$ cat src/rtl/cnt_cmd_gen_if.sv
// cnt_cmd_gen_if: valid/ready command channel carrying direction and step count
interface cnt_cmd_gen_if #(
    parameter int LEN_WIDTH = 8
);
    logic                 cmd_valid;
    logic                 cmd_ready;
    logic                 cmd_up;
    logic [LEN_WIDTH-1:0] cmd_len;

    modport master (
        output cmd_valid,
        output cmd_up,
        output cmd_len,
        input  cmd_ready
    );

    modport slave (
        input  cmd_valid,
        input  cmd_up,
        input  cmd_len,
        output cmd_ready
    );
endinterface

$ cat src/rtl/cnt_cmd_gen.sv
// cnt_cmd_gen: issues counted up/down steps to a counter, halting before any wrap or on overflow
module cnt_cmd_gen #(
    parameter int COUNTER_WIDTH = 4,
    parameter int LEN_WIDTH     = 8
) (
    input  logic                     clk,
    input  logic                     rst_n,
    cnt_cmd_gen_if.slave             cmd,
    input  logic                     ovflw_i,
    output logic                     act_o,
    output logic                     up_dwn_n_o,
    output logic [COUNTER_WIDTH-1:0] shadow_count_o,
    output logic [LEN_WIDTH-1:0]     steps_left_o,
    output logic                     done_o,
    output logic                     halted_o
);
    typedef enum logic [1:0] {IDLE, RUN, HALT} state_t;

    state_t                   state_q, state_d;
    logic                     dir_q, dir_d;
    logic                     done_q, done_d;
    logic [COUNTER_WIDTH-1:0] shadow_q, shadow_d;
    logic [LEN_WIDTH-1:0]     steps_q, steps_d;
    logic                     hs, boundary, last, zero_len;

    assign hs       = cmd.cmd_valid && cmd.cmd_ready;
    assign zero_len = cmd.cmd_len == '0;
    assign boundary = dir_q ? (&shadow_q) : ~(|shadow_q);
    assign last     = steps_q == LEN_WIDTH'(1);

    assign cmd.cmd_ready  = state_q == IDLE;
    assign halted_o       = state_q == HALT;
    assign up_dwn_n_o     = dir_q;
    assign act_o          = (state_q == RUN) && !boundary;
    assign shadow_count_o = shadow_q;
    assign steps_left_o   = steps_q;
    assign done_o         = done_q;

    // overflow wins over every transition, but the step already issued this cycle still counts
    always_comb begin
        state_d  = (state_q == HALT || ovflw_i) ? HALT :
                   (state_q == IDLE) ? ((hs && !zero_len) ? RUN : IDLE) :
                   boundary ? HALT : last ? IDLE : RUN;
        done_d   = !ovflw_i && ((hs && zero_len) || (act_o && last));
        dir_d    = hs ? cmd.cmd_up : dir_q;
        steps_d  = hs ? cmd.cmd_len : act_o ? steps_q - LEN_WIDTH'(1) : steps_q;
        shadow_d = act_o ? (dir_q ? shadow_q + COUNTER_WIDTH'(1) : shadow_q - COUNTER_WIDTH'(1)) : shadow_q;
    end

    always_ff @(posedge clk) begin
        if (!rst_n) begin
            state_q  <= IDLE;
            dir_q    <= 1'b1;
            done_q   <= 1'b0;
            shadow_q <= '0;
            steps_q  <= '0;
        end else begin
            state_q  <= state_d;
            dir_q    <= dir_d;
            done_q   <= done_d;
            shadow_q <= shadow_d;
            steps_q  <= steps_d;
        end
    end
endmodule

$ cat src/flat_wrapper.sv
// flat-port wrapper written by rule: the top's interface ports become plain ports
module cnt_cmd_gen_flat 
#(
    parameter int COUNTER_WIDTH = 4,
    parameter int LEN_WIDTH     = 8
)
  (clk, rst_n, ovflw_i, act_o, up_dwn_n_o, shadow_count_o, steps_left_o, done_o, halted_o, cmd_cmd_valid, cmd_cmd_up, cmd_cmd_len, cmd_cmd_ready);
  cnt_cmd_gen_if #(.LEN_WIDTH(LEN_WIDTH)) cmd_i ();
  input  logic clk;
  input  logic rst_n;
  input  logic ovflw_i;
  output logic act_o;
  output logic up_dwn_n_o;
  output logic [COUNTER_WIDTH-1:0] shadow_count_o;
  output logic [LEN_WIDTH-1:0] steps_left_o;
  output logic done_o;
  output logic halted_o;
  input wire logic [$bits(cmd_i.cmd_valid)-1:0] cmd_cmd_valid;
  input wire logic [$bits(cmd_i.cmd_up)-1:0] cmd_cmd_up;
  input wire logic [$bits(cmd_i.cmd_len)-1:0] cmd_cmd_len;
  output wire logic [$bits(cmd_i.cmd_ready)-1:0] cmd_cmd_ready;
  assign cmd_i.cmd_valid = cmd_cmd_valid;
  assign cmd_i.cmd_up = cmd_cmd_up;
  assign cmd_i.cmd_len = cmd_cmd_len;
  assign cmd_cmd_ready = cmd_i.cmd_ready;
  cnt_cmd_gen #(.COUNTER_WIDTH(COUNTER_WIDTH), .LEN_WIDTH(LEN_WIDTH)) u_core (.clk(clk), .rst_n(rst_n), .cmd(cmd_i), .ovflw_i(ovflw_i), .act_o(act_o), .up_dwn_n_o(up_dwn_n_o), .shadow_count_o(shadow_count_o), .steps_left_o(steps_left_o), .done_o(done_o), .halted_o(halted_o));
endmodule
$ cat config.mk
export PLATFORM = sky130hd
export DESIGN_NAME = cnt_cmd_gen_flat
export DESIGN_NICKNAME = d
export VERILOG_FILES = /design/src/rtl/cnt_cmd_gen_if.sv /design/src/rtl/cnt_cmd_gen.sv /design/src/flat_wrapper.sv
export SDC_FILE = /design/constraint.sdc
export NUM_CORES = 1
export LEC_CHECK = 0
export CAP_MARGIN = 20
export CORE_ASPECT_RATIO = 0.6
export CORE_MARGIN = 3
export CORE_UTILIZATION = 35
export DETAILED_ROUTE_END_ITERATION = 8
export PLACE_DENSITY = 0.61
export RECOVER_POWER = 100
export SYNTH_ARGS = -nofsm -noshare
export SYNTH_HDL_FRONTEND = slang
export SYNTH_SLANG_ARGS = --single-unit
$ cat constraint.sdc
create_clock -name clk -period 3.86 [get_ports clk]
set_input_delay 0.772 -clock clk [delete_from_list [all_inputs] [get_ports clk]]
set_output_delay 0.772 -clock clk [all_outputs]
set_load 0.01 [all_outputs]
==> key figures, run 1 <==
Clock tree
  • CTS clock-pin slew for the worst setup and hold paths: about 0.06 ns
  • Largest buffer count on any clock path: 2
  • Number of buffers inserted during clock tree synthesis: 3
  • Number of buffers inserted to repair setup after CTS: 0
  • Number of hold-repair buffers added at the cts stage: 0
  • Worst skew pair latency: 0.25 ns
  • Resized Gates After CTS: 0
  • Number of H-tree branching levels: 1
  • CTS sink cnt: 16
  • TritonCTS clock tree: built
  • Clk root buf: clkbuf_8

Drt
  • Post-detailed-route DRC marker count: 0
  • Detailed-routing iteration count for the pre-antenna-repair pass: 4
  • First DRT Iteration DRCs: 25
  • Antenna viol nets, final: 0
  • Total Wirelength: 2370 µm
  • Average wire per standard cell: between 10 and 15 µm
  • Routed via count divided by cell count: between 5 and 6
  • Total via count in the routed design: 851

Synth
  • Share of the synthesized area in compound gates (AO/OA/AOI/OAI): 0.190
  • Post-Synthesis Cell Area: 885 µm²
  • Warning count from the yosys run: 0
  • Dominant register cell in the synthesized netlist: dfxtp_1
  • Sequential fraction of the synthesis area: 0.362
  • Average cell area after synthesis: between 8 and 9 µm²
  • Share of the synthesized netlist area taken by xor and xnor gates: 0.0396
  • Proportion of register bits with asynchronous set or reset after synthesis: 0
  • Post-synthesis cell count: roughly 100
  • Fraction of the mapped netlist area in adder cells: 0.0792
  • Count of unique library cells instantiated by Yosys: 35
  • Post-Synth Simple-Gate Area: 0.267
  • EDFF count, synth: 0
  • Total of flip-flops plus latches after synthesis: 16
  • Main combinational cell family by area after synthesis: simple AND/OR/NAND/NOR gates
  • Post-synthesis mux area share: 0.0255
  • Syn Nets: 120

Pwr
  • Clock Power Share: 0.299
  • Sequential power share: 0.450
  • Logic pwr share: 0.251
  • Power per standard cell area: 346 mW/mm²
  • Cell internal pwr: slightly below 0.3 mW
  • Net Sw Frac: 0.297
  • Leakage: 0.505 nW
  • Post-route total power: roughly 0.42 mW
  • Psw: 0.126 mW
  • Worst IR drop on VDD: 0.000209 V

Placed design
  • Count of buffers from port buffering: 29
  • Worst setup slack before clock tree synthesis: 1.43 ns
  • Placed Cells incl. Taps: 159
  • Half-perimeter wire length of the detailed placement result: 1860 µm
  • Final estimated routing congestion in global placement: 0.826

Global routing
  • Vias in the first global route: 798
  • Grt total ovfl: 0
  • Global-route wire length before repair: 3970 µm
  • Largest net degree at the start of global routing: 13
  • Overall fraction of global-route tracks in use: 0.165
  • Number of antenna violations at the first check in global routing: 0

Critical path
  • Worst-path cell with the longest stage delay: clkdlybuf4s50_1
  • Max stage delay on crit path: 0.56 ns
  • Worst Path Required: around 3.1 ns
  • Kind of critical path: reg -> out
  • Worst-path fanout max: 10
  • Kind of end point of the critical path: primary output
  • Critical path launch point type: flip-flop
  • Worst Path Arrival: 2.14 ns
  • Critical path cell sequence: mux2i_1, nand2_1, inv_4, clkdlybuf4s50_1

Timing
  • Tightest slew margin relative to the limit: 0.653
  • Final critical-path share of the clock period: 0.754
  • Min Tclk post-route: 2.91 ns
  • Setup TNS: 0 ns
  • Setup repair after global routing missed its margin: false
  • # setup viols final: 0
  • Top achievable clock speed: 0.344 GHz
  • Number of hold violations in the final report: 0
  • Setup clock skew after layout: 0.00359 ns
  • Setup slack of the critical path after layout: 0.950 ns
  • Number of pins with negative max-slew slack in the final report: 0
  • Worst slew pin tran: 0.520 ns

Run
  • Max capacitance violation total: 0

Floorplanning
  • Die Y: 44.9 µm
  • Core outline area: ~0.0023 mm²
  • Effective utilization at floorplan: 0.388
  • Site row count: 13
  • Full die area: about 0.0032 mm²
  • Chip width: 70.9 µm
  • I/O pin count: 30

Layout
  • Final standard cell count with taps included and fillers excluded: about 160
  • Synth-to-Final Area Change: 38.6%
  • Fraction of layout cells with a size suffix above 1: 0.0379
  • Total Nets Final: ~150
  • Antenna diode instance count: 0

Min path
  • Worst min-delay path category: reg -> reg

Run status
  • Status: complete, no violations
-- final timing paths --
path | start | end | slack, ns | cells after the start
worst min-delay path | u_core.shadow_count_o[3] | u_core.shadow_count_o[3] | 0.53 | 2
worst min register to register | u_core.shadow_count_o[3] | u_core.shadow_count_o[3] | 0.53 | 2
worst max register to register | u_core.shadow_count_o[0] | u_core.steps_left_o[6] | 1.88 | 4
worst max-delay path | u_core.shadow_count_o[0] | act_o | 0.95 | 4
-- critical path, delay by kind of cell, from the launching register on --
kind                   cells  cell delay (ns)
multiplexers               1             0.36
flip-flops                 1             0.48
AND/OR/NAND/NOR            1             0.30
buffers and inverters      2             0.75
-- metrics by stage --
| stage | hold WS (ns) | util | area (µm²) |
|---|---|---|---|
| final | 0.531 | 0.538 | 1230 |
| after global routing | 0.559 | 0.538 | 1230 |
| after CTS | 0.537 | 0.547 | 1250 |
| after detailed placement | 0.528 | 0.529 | 1200 |
| after global placement | 0.510 | 0.529 | 1200 |
| after floorplan | 0.520 | - | 885 |
-- cell usage in the layout (no fill, tap or decap), types with 3 or more instances in the layout --
cell             netlist  final
a211oi_1               3      3
a21oi_1                5      5
and3_1                 3      3
clkbuf_8               0      3
clkdlybuf4s50_1        0     10
dfxtp_1               16     16
dlygate4sd3_1          0     19
ha_1                   4      4
inv_1                  5      5
nand2_1                8      9
nand3_1                4      4
nor2_1                 9      9
nor3_1                 4      4
nor4_1                 4      4
o21ai_0                3      3
o311ai_0               3      3
or4_1                  3      3
xnor2_1                4      4
-- sequential cells by signal, indices dropped and copies added (netlist names) --
register,count
u_core.steps_left_o,8
u_core.shadow_count_o,4
u_core.state_q,2
u_core.done_o,1
u_core.up_dwn_n_o,1
-- final cells by class --
| class | count | area [µm²] |
|---|---|---|
| Timing Repair Buffer | 29 | 290 |
| Sequential cell | 16 | 320 |
| Fill cell | 222 | 1050 |
| Tap cell | 30 | 37.5 |
| Inverter | 6 | 25.0 |
| Multi-Input combinational cell | 78 | 512 |
| Clock buffer | 3 | 41.3 |
-- per-layer routing --
layer  vias to the layer above  global-route usage  wire (µm)
met3                         2              0.0556        121
met5                         -                   0          0
li1                        445                   -          -
met4                         0              0.0225         20
met2                        15               0.243        980
met1                       389               0.239       1250
-- cell usage after synthesis (all sizes together) (3+ instances only) --
cell type,number,share of area
a211oi,3,0.025
nor2,9,0.038
o311ai,3,0.030
and3,3,0.021
ha,4,0.057
nand3,4,0.023
dfxtp,16,0.36
o21ai,3,0.017
nand2,9,0.047
or4,3,0.025
nor3,4,0.023
a21oi,5,0.028
nor4,4,0.028
inv,6,0.028
xnor2,4,0.040
-- power groups by stage --
stage                     Clock (mW)  Sequential [mW]  Combinational (mW)
after global routing           0.136            0.193               0.119
after floorplan                    0            0.197              0.0568
after detailed placement           0            0.195               0.114
after global placement             0            0.195               0.114
final                          0.127            0.191               0.106
after CTS                      0.128            0.191               0.115
-- cells by family (layout without fill, tap and decap cells) --
| logic type | count (synthesis) | count (layout) |
|---|---|---|
| xor+xnor | 4 | 4 |
| flops | 16 | 16 |
| simple gates | 44 | 44 |
| mux | 1 | 1 |
| compound gates | 24 | 24 |
| buf+inv | 8 | 38 |
| fa+ha+maj | 5 | 5 |
No activity file was read; power rests on OpenSTA's default activity.
==> run 2: changes to the inputs <==
==> constraint.sdc (replaced) <==
create_clock -name clk -period 3 [get_ports clk]
set_input_delay 0.6 -clock clk [delete_from_list [all_inputs] [get_ports clk]]
set_output_delay 0.6 -clock clk [all_outputs]
set_load 0.01 [all_outputs]
==> key figures, run 2 (same netlist as run 1, synthesis figures left out) <==
Layout
  • Final cell utilization of the core: 0.548 (was 0.538)
  • Synth-to-Final Area Change: 41.0% (was 38.6%)
  • Number of flip-flops in the largest register: 8 (unchanged)
  • Total Nets Final: 152 (unchanged)
  • Commonest non-fill, non-tap cells in the layout: 19 x dlygate4sd3_1, 16 x dfxtp_1, 10 x clkdlybuf4s50_1, 9 x nor2_1, 8 x nand2_1 (was 19 x dlygate4sd3_1, 16 x dfxtp_1, 10 x clkdlybuf4s50_1, 9 x nand2_1, 9 x nor2_1)
  • Antenna diode instance count: 0 (unchanged)
  • Most common cell after layout, fill and taps aside: dlygate4sd3_1 (unchanged)
  • Fraction of layout cells with a size suffix above 1: 0.0526 (was 0.0379)

Global routing
  • Largest net degree at the start of global routing: 13 (unchanged)
  • Vias in the first global route: 769 (was 798)
  • Number of antenna violations at the first check in global routing: 0 (unchanged)
  • Grt total ovfl: 0 (unchanged)
  • Global-route wire length before repair: 3860 µm (was 3970 µm)
  • Overall fraction of global-route tracks in use: 0.161 (was 0.165)

Critical path
  • Worst-path fanout max: 10 (unchanged)
  • Critical path cell sequence: and4_4, mux2i_1, nand2_4, inv_4, clkdlybuf4s50_1 (was mux2i_1, nand2_1, inv_4, clkdlybuf4s50_1)
  • Worst Path Required: 2.40 ns (was 3.09 ns)
  • Critical path launch point type: flip-flop (unchanged)
  • Worst Path Arrival: 2.04 ns (was 2.14 ns)
  • Largest delay share family, worst path: buffers and inverters (unchanged)
  • Kind of critical path: reg -> out (unchanged)
  • Max stage delay on crit path: 0.55 ns (was 0.56 ns)
  • Kind of end point of the critical path: primary output (unchanged)
  • Buffers & Inverters on Critical Path: 2 (unchanged)
  • Worst-path cell with the longest stage delay: clkdlybuf4s50_1 (unchanged)

Floorplanning
  • Core outline area: 0.00228 mm² (unchanged)
  • Full die area: 0.00319 mm² (unchanged)
  • Chip width: 70.9 µm (unchanged)
  • Die Y: 44.9 µm (unchanged)
  • Site row count: 13 (unchanged)
  • I/O pin count: 30 (unchanged)
  • Effective utilization at floorplan: 0.388 (unchanged)

Timing
  • Top achievable clock speed: 0.379 GHz
  • Setup repair after global routing missed its margin: false (unchanged)
  • Final critical-path share of the clock period: 0.878
  • Worst slew pin tran: 0.507 ns (was 0.520 ns)
  • Tightest slew margin relative to the limit: 0.662 (was 0.653)
  • # setup viols final: 0 (unchanged)
  • Setup clock skew after layout: 0.00344 ns (was 0.00359 ns)
  • Setup TNS: 0 ns (unchanged)
  • Number of pins with negative max-slew slack in the final report: 0 (unchanged)
  • Number of hold violations in the final report: 0 (unchanged)
  • Min Tclk post-route: between 2 and 3 ns

Clock tree
  • Number of buffers inserted during clock tree synthesis: 3 (unchanged)
  • Clk root buf: clkbuf_8 (unchanged)
  • Number of H-tree branching levels: 1 (unchanged)
  • Worst skew pair latency: 0.25 ns (about the same)
  • Number of hold-repair buffers added at the cts stage: 0 (unchanged)
  • Resized Gates After CTS: 0 (unchanged)
  • TritonCTS clock tree: built (unchanged)
  • CTS clock-pin slew for the worst setup and hold paths: 0.06 ns (about the same)
  • Largest buffer count on any clock path: 2 (unchanged)
  • CTS sink cnt: 16 (unchanged)
  • Number of buffers inserted to repair setup after CTS: 0 (unchanged)

Drt
  • Average wire per standard cell: 14.4 µm (was 14.6 µm)
  • Antenna viol nets, final: 0 (unchanged)
  • Post-detailed-route DRC marker count: 0 (unchanged)
  • Total Wirelength: 2350 µm (was 2370 µm)
  • Total via count in the routed design: 861 (was 851)
  • Detailed-routing iteration count for the pre-antenna-repair pass: 4 (unchanged)
  • First DRT Iteration DRCs: 49 (was 25)
  • Routed via count divided by cell count: 5.28 (was 5.25)

Min path
  • Worst min-delay path category: reg -> reg (unchanged)

Pwr
  • Power per standard cell area: 461 mW/mm² (was 346 mW/mm²)
  • Worst IR drop on VDD: 0.000228 V (was 0.000209 V)
  • Leakage: 0.516 nW (was 0.505 nW)

Run
  • Max capacitance violation total: 0 (unchanged)

Run status
  • Status: complete, no violations (unchanged)

Placed design
  • Half-perimeter wire length of the detailed placement result: 1870 µm (was 1860 µm)
  • Count of buffers from port buffering: 29 (unchanged)
  • Final estimated routing congestion in global placement: 0.825 (was 0.826)
==> run 2: cell count changes in the layout (fill, tap and decap cells not counted), sizes merged <==
cell / previous run / this run
clkbuf: 3 / 4
==> run 2: cell type report <==
cell class / count / area (µm²)
clock buffers: 4 / 55.1
inverters: 6 / 25.0
repair buffers: 29 / 290
well taps: 30 / 37.5
fillers: 219 / 1030
flip-flops and latches: 16 / 320
multi-input cells: 78 / 519
==> run 2: worst min-delay path: stages (launching register included) <==
cell,delay (ns)
dfxtp_1,0.34
o21ai_0,0.08
a21oi_1,0.06
==> run 2: through the flow <==
stage	total power, mW	area, µm²	std cells	hold WS [ns]	setup WS [ns]
floorplan	0.326	885	102	0.520	1.26
global placement	0.398	1200	159	0.510	0.775
detailed placement	0.398	1200	159	0.517	0.745
CTS	0.589	1260	163	0.530	0.465
global route	0.608	1250	163	0.560	0.236
finish	0.575	1250	163	0.530	0.365
==> run 2: worst paths after layout <==
check                           start                       end  slack [ns]  depth (start not counted)
max reg2reg  u_core.shadow_count_o[1]    u_core.steps_left_o[7]        1.07                          5
min reg2reg  u_core.shadow_count_o[3]  u_core.shadow_count_o[3]        0.53                          2
min          u_core.shadow_count_o[3]  u_core.shadow_count_o[3]        0.53                          2
max          u_core.shadow_count_o[1]                     act_o        0.36                          5
==> run 2: metal layers <==
metal / GRT usage / routed length (µm) / share of wire
met1: 0.236 / 1260 / 0.53
met2: 0.228 / 943 / 0.40
met3: 0.0489 / 137 / 0.058
met4: 0.0449 / 18 / 0.0076
met5: 0 / 0 / 0
==> run 2: power breakdown <==
part | total [mW] | switching (mW) | internal (mW)
combinational | 0.138 | 0.0708 | 0.0671
clock | 0.191 | 0.0748 | 0.116
sequential | 0.246 | 0.0183 | 0.228
total | 0.575 | 0.164 | 0.411
==> run 3: changes to the inputs <==
--- a/config.mk
+++ b/config.mk
@@ -10,6 +10,7 @@
 export CORE_MARGIN = 3
 export CORE_UTILIZATION = 35
 export DETAILED_ROUTE_END_ITERATION = 8
+export MAX_ROUTING_LAYER = met4
 export PLACE_DENSITY = 0.61
 export RECOVER_POWER = 100
 export SYNTH_ARGS = -nofsm -noshare
==> key figures, run 3 (same netlist as run 1, synthesis figures left out) <==
Timing
  • Tightest slew margin relative to the limit: 0.662 (about the same)
  • Setup repair after global routing missed its margin: false (unchanged)
  • # setup viols final: 0 (unchanged)
  • Number of hold violations in the final report: 0 (unchanged)
  • Setup slack of the critical path after layout: 0.364 ns (was 0.365 ns)
  • Number of pins with negative max-slew slack in the final report: 0 (unchanged)
  • Top achievable clock speed: 0.379 GHz (about the same)
  • Setup TNS: 0 ns (unchanged)
  • Worst slew pin tran: 0.507 ns (about the same)
  • Final critical-path share of the clock period: 0.879 (was 0.878)
  • Setup clock skew after layout: 0.00343 ns (was 0.00344 ns)
  • Min Tclk post-route: 2.64 ns (about the same)
  • Worst hold margin: 0.530 ns (about the same)

Drt
  • Routed via count divided by cell count: 5.28 (unchanged)
  • Antenna viol nets, final: 0 (unchanged)
  • Average wire per standard cell: 14.4 µm (unchanged)
  • First DRT Iteration DRCs: 49 (unchanged)
  • Detailed-routing iteration count for the pre-antenna-repair pass: 4 (unchanged)
  • Post-detailed-route DRC marker count: 0 (unchanged)
  • Total via count in the routed design: 861 (unchanged)
  • Total Wirelength: 2350 µm (unchanged)

Layout
  • Final cell utilization of the core: 0.548 (unchanged)
  • Synth-to-Final Area Change: 41.0% (unchanged)
  • Number of flip-flops in the largest register: 8 (unchanged)
  • Antenna diode instance count: 0 (unchanged)
  • Final standard cell count with taps included and fillers excluded: 163 (unchanged)
  • Commonest non-fill, non-tap cells in the layout: 19 x dlygate4sd3_1, 16 x dfxtp_1, 10 x clkdlybuf4s50_1, 9 x nor2_1, 8 x nand2_1 (unchanged)
  • Fraction of layout cells with a size suffix above 1: 0.0526 (unchanged)
  • Cell area after layout: 0.00125 mm² (unchanged)
  • Total Nets Final: 152 (unchanged)
  • Most common cell after layout, fill and taps aside: dlygate4sd3_1 (unchanged)
  • Final-layout fill cell count: 219 (unchanged)

Critical path
  • Critical path cell sequence: and4_4, mux2i_1, nand2_4, inv_4, clkdlybuf4s50_1 (unchanged)
  • Register-to-Register Setup Slack: 1.07 ns (about the same)
  • Worst-path fanout max: 10 (unchanged)
  • Worst-path cell with the longest stage delay: clkdlybuf4s50_1 (unchanged)
  • WP depth: 5 (unchanged)
  • Buffers & Inverters on Critical Path: 2 (unchanged)
  • Launch point of the worst reg-to-reg path: u_core.shadow_count_o[1] (unchanged)
  • Largest delay share family, worst path: buffers and inverters (unchanged)
  • Kind of end point of the critical path: primary output (unchanged)
  • Capturing element of the worst setup path: act_o (unchanged)
  • Kind of critical path: reg -> out (unchanged)
  • Worst Path Required: 2.40 ns (about the same)
  • Reg2Reg Depth: 5 (unchanged)
  • Critical path launch point type: flip-flop (unchanged)
  • Terminus of the critical flop-to-flop path: u_core.steps_left_o[7] (unchanged)
  • Worst Path Arrival: 2.04 ns (about the same)
  • Max stage delay on crit path: 0.55 ns (about the same)
  • Timing startpoint of the critical path: u_core.shadow_count_o[1] (unchanged)

Pwr
  • Worst IR drop on VDD: 0.000228 V (about the same)
  • Clock Power Share: 0.333 (about the same)
  • Leakage: 0.516 nW (unchanged)
  • Net Sw Frac: 0.285 (about the same)
  • Psw: 0.164 mW (about the same)
  • Logic pwr share: 0.240 (about the same)
  • Power per standard cell area: 461 mW/mm² (about the same)
  • Post-route total power: 0.575 mW (about the same)
  • Sequential power share: 0.427 (was 0.428)
  • Cell internal pwr: 0.411 mW (about the same)

Global routing
  • Number of antenna violations at the first check in global routing: 0 (unchanged)
  • Grt total ovfl: 0 (unchanged)
  • Vias in the first global route: 770 (was 769)
  • Overall fraction of global-route tracks in use: 0.166 (was 0.161)
  • Largest net degree at the start of global routing: 13 (unchanged)
  • Global-route wire length before repair: 3860 µm (unchanged)

Floorplanning
  • Effective utilization at floorplan: 0.388 (unchanged)
  • I/O pin count: 30 (unchanged)
  • Full die area: 0.00319 mm² (unchanged)
  • Chip width: 70.9 µm (unchanged)
  • Die Y: 44.9 µm (unchanged)
  • Core outline area: 0.00228 mm² (unchanged)
  • Site row count: 13 (unchanged)

Clock tree
  • Worst skew pair latency: 0.25 ns (about the same)
  • Number of H-tree branching levels: 1 (unchanged)
  • Largest buffer count on any clock path: 2 (unchanged)
  • CTS clock-pin slew for the worst setup and hold paths: 0.06 ns (about the same)
  • Number of buffers inserted during clock tree synthesis: 3 (unchanged)
  • CTS sink cnt: 16 (unchanged)
  • Number of buffers inserted to repair setup after CTS: 0 (unchanged)
  • Number of hold-repair buffers added at the cts stage: 0 (unchanged)
  • Resized Gates After CTS: 0 (unchanged)
  • Clk root buf: clkbuf_8 (unchanged)
  • TritonCTS clock tree: built (unchanged)

Min path
  • Worst min-delay path category: reg -> reg (unchanged)

Run status
  • Status: complete, no violations (unchanged)

Placed design
  • Placed Cells incl. Taps: 159 (unchanged)
  • Half-perimeter wire length of the detailed placement result: 1870 µm (unchanged)
  • Count of buffers from port buffering: 29 (unchanged)
  • Cell area after placement: 0.00120 mm² (unchanged)
  • Final estimated routing congestion in global placement: 0.838 (was 0.825)
  • Worst setup slack before clock tree synthesis: 0.745 ns (unchanged)

Run
  • Max capacitance violation total: 0 (unchanged)
[run 3: worst min path at each step]
stage	depth (start not counted)	endpoint	start
after global routing	2	u_core.steps_left_o[1]	u_core.steps_left_o[1]
after global placement	2	u_core.steps_left_o[1]	u_core.steps_left_o[1]
after detailed placement	2	u_core.shadow_count_o[3]	u_core.shadow_count_o[3]
final	2	u_core.shadow_count_o[3]	u_core.shadow_count_o[3]
after CTS	2	u_core.shadow_count_o[3]	u_core.shadow_count_o[3]
after floorplan	2	u_core.steps_left_o[1]	u_core.steps_left_o[1]
[run 3: tightest hold or removal path, cell delays in order, from the launching register on]
cell	delay, ns
dfxtp_1	0.34
o21ai_0	0.08
a21oi_1	0.06
[run 3: per-layer routing]
metal,vias to the layer above,track usage,wire [µm]
li1,445,-,-
met3,2,0.0467,127
met4,0,0.0449,16
met2,24,0.228,945
met5,-,-,0
met1,390,0.237,1270
[run 3: power groups by stage]
stage,combinational (mW),clock (mW),sequential [mW]
5_1_grt,0.154,0.205,0.249
3_3_place_gp,0.147,0,0.251
6_report,0.138,0.191,0.246
2_1_floorplan,0.0731,0,0.253
4_1_cts,0.147,0.195,0.247
3_5_place_dp,0.147,0,0.252
[run 3: layout make-up]
cell class / count / area (µm²) / share of cell area
Multi-Input combinational cell: 78 / 519 / 0.416
Inverter: 6 / 25.0 / 0.0201
Sequential cell: 16 / 320 / 0.257
Tap cell: 30 / 37.5 / 0.0301
Clock buffer: 4 / 55.1 / 0.0441
Timing Repair Buffer: 29 / 290 / 0.233
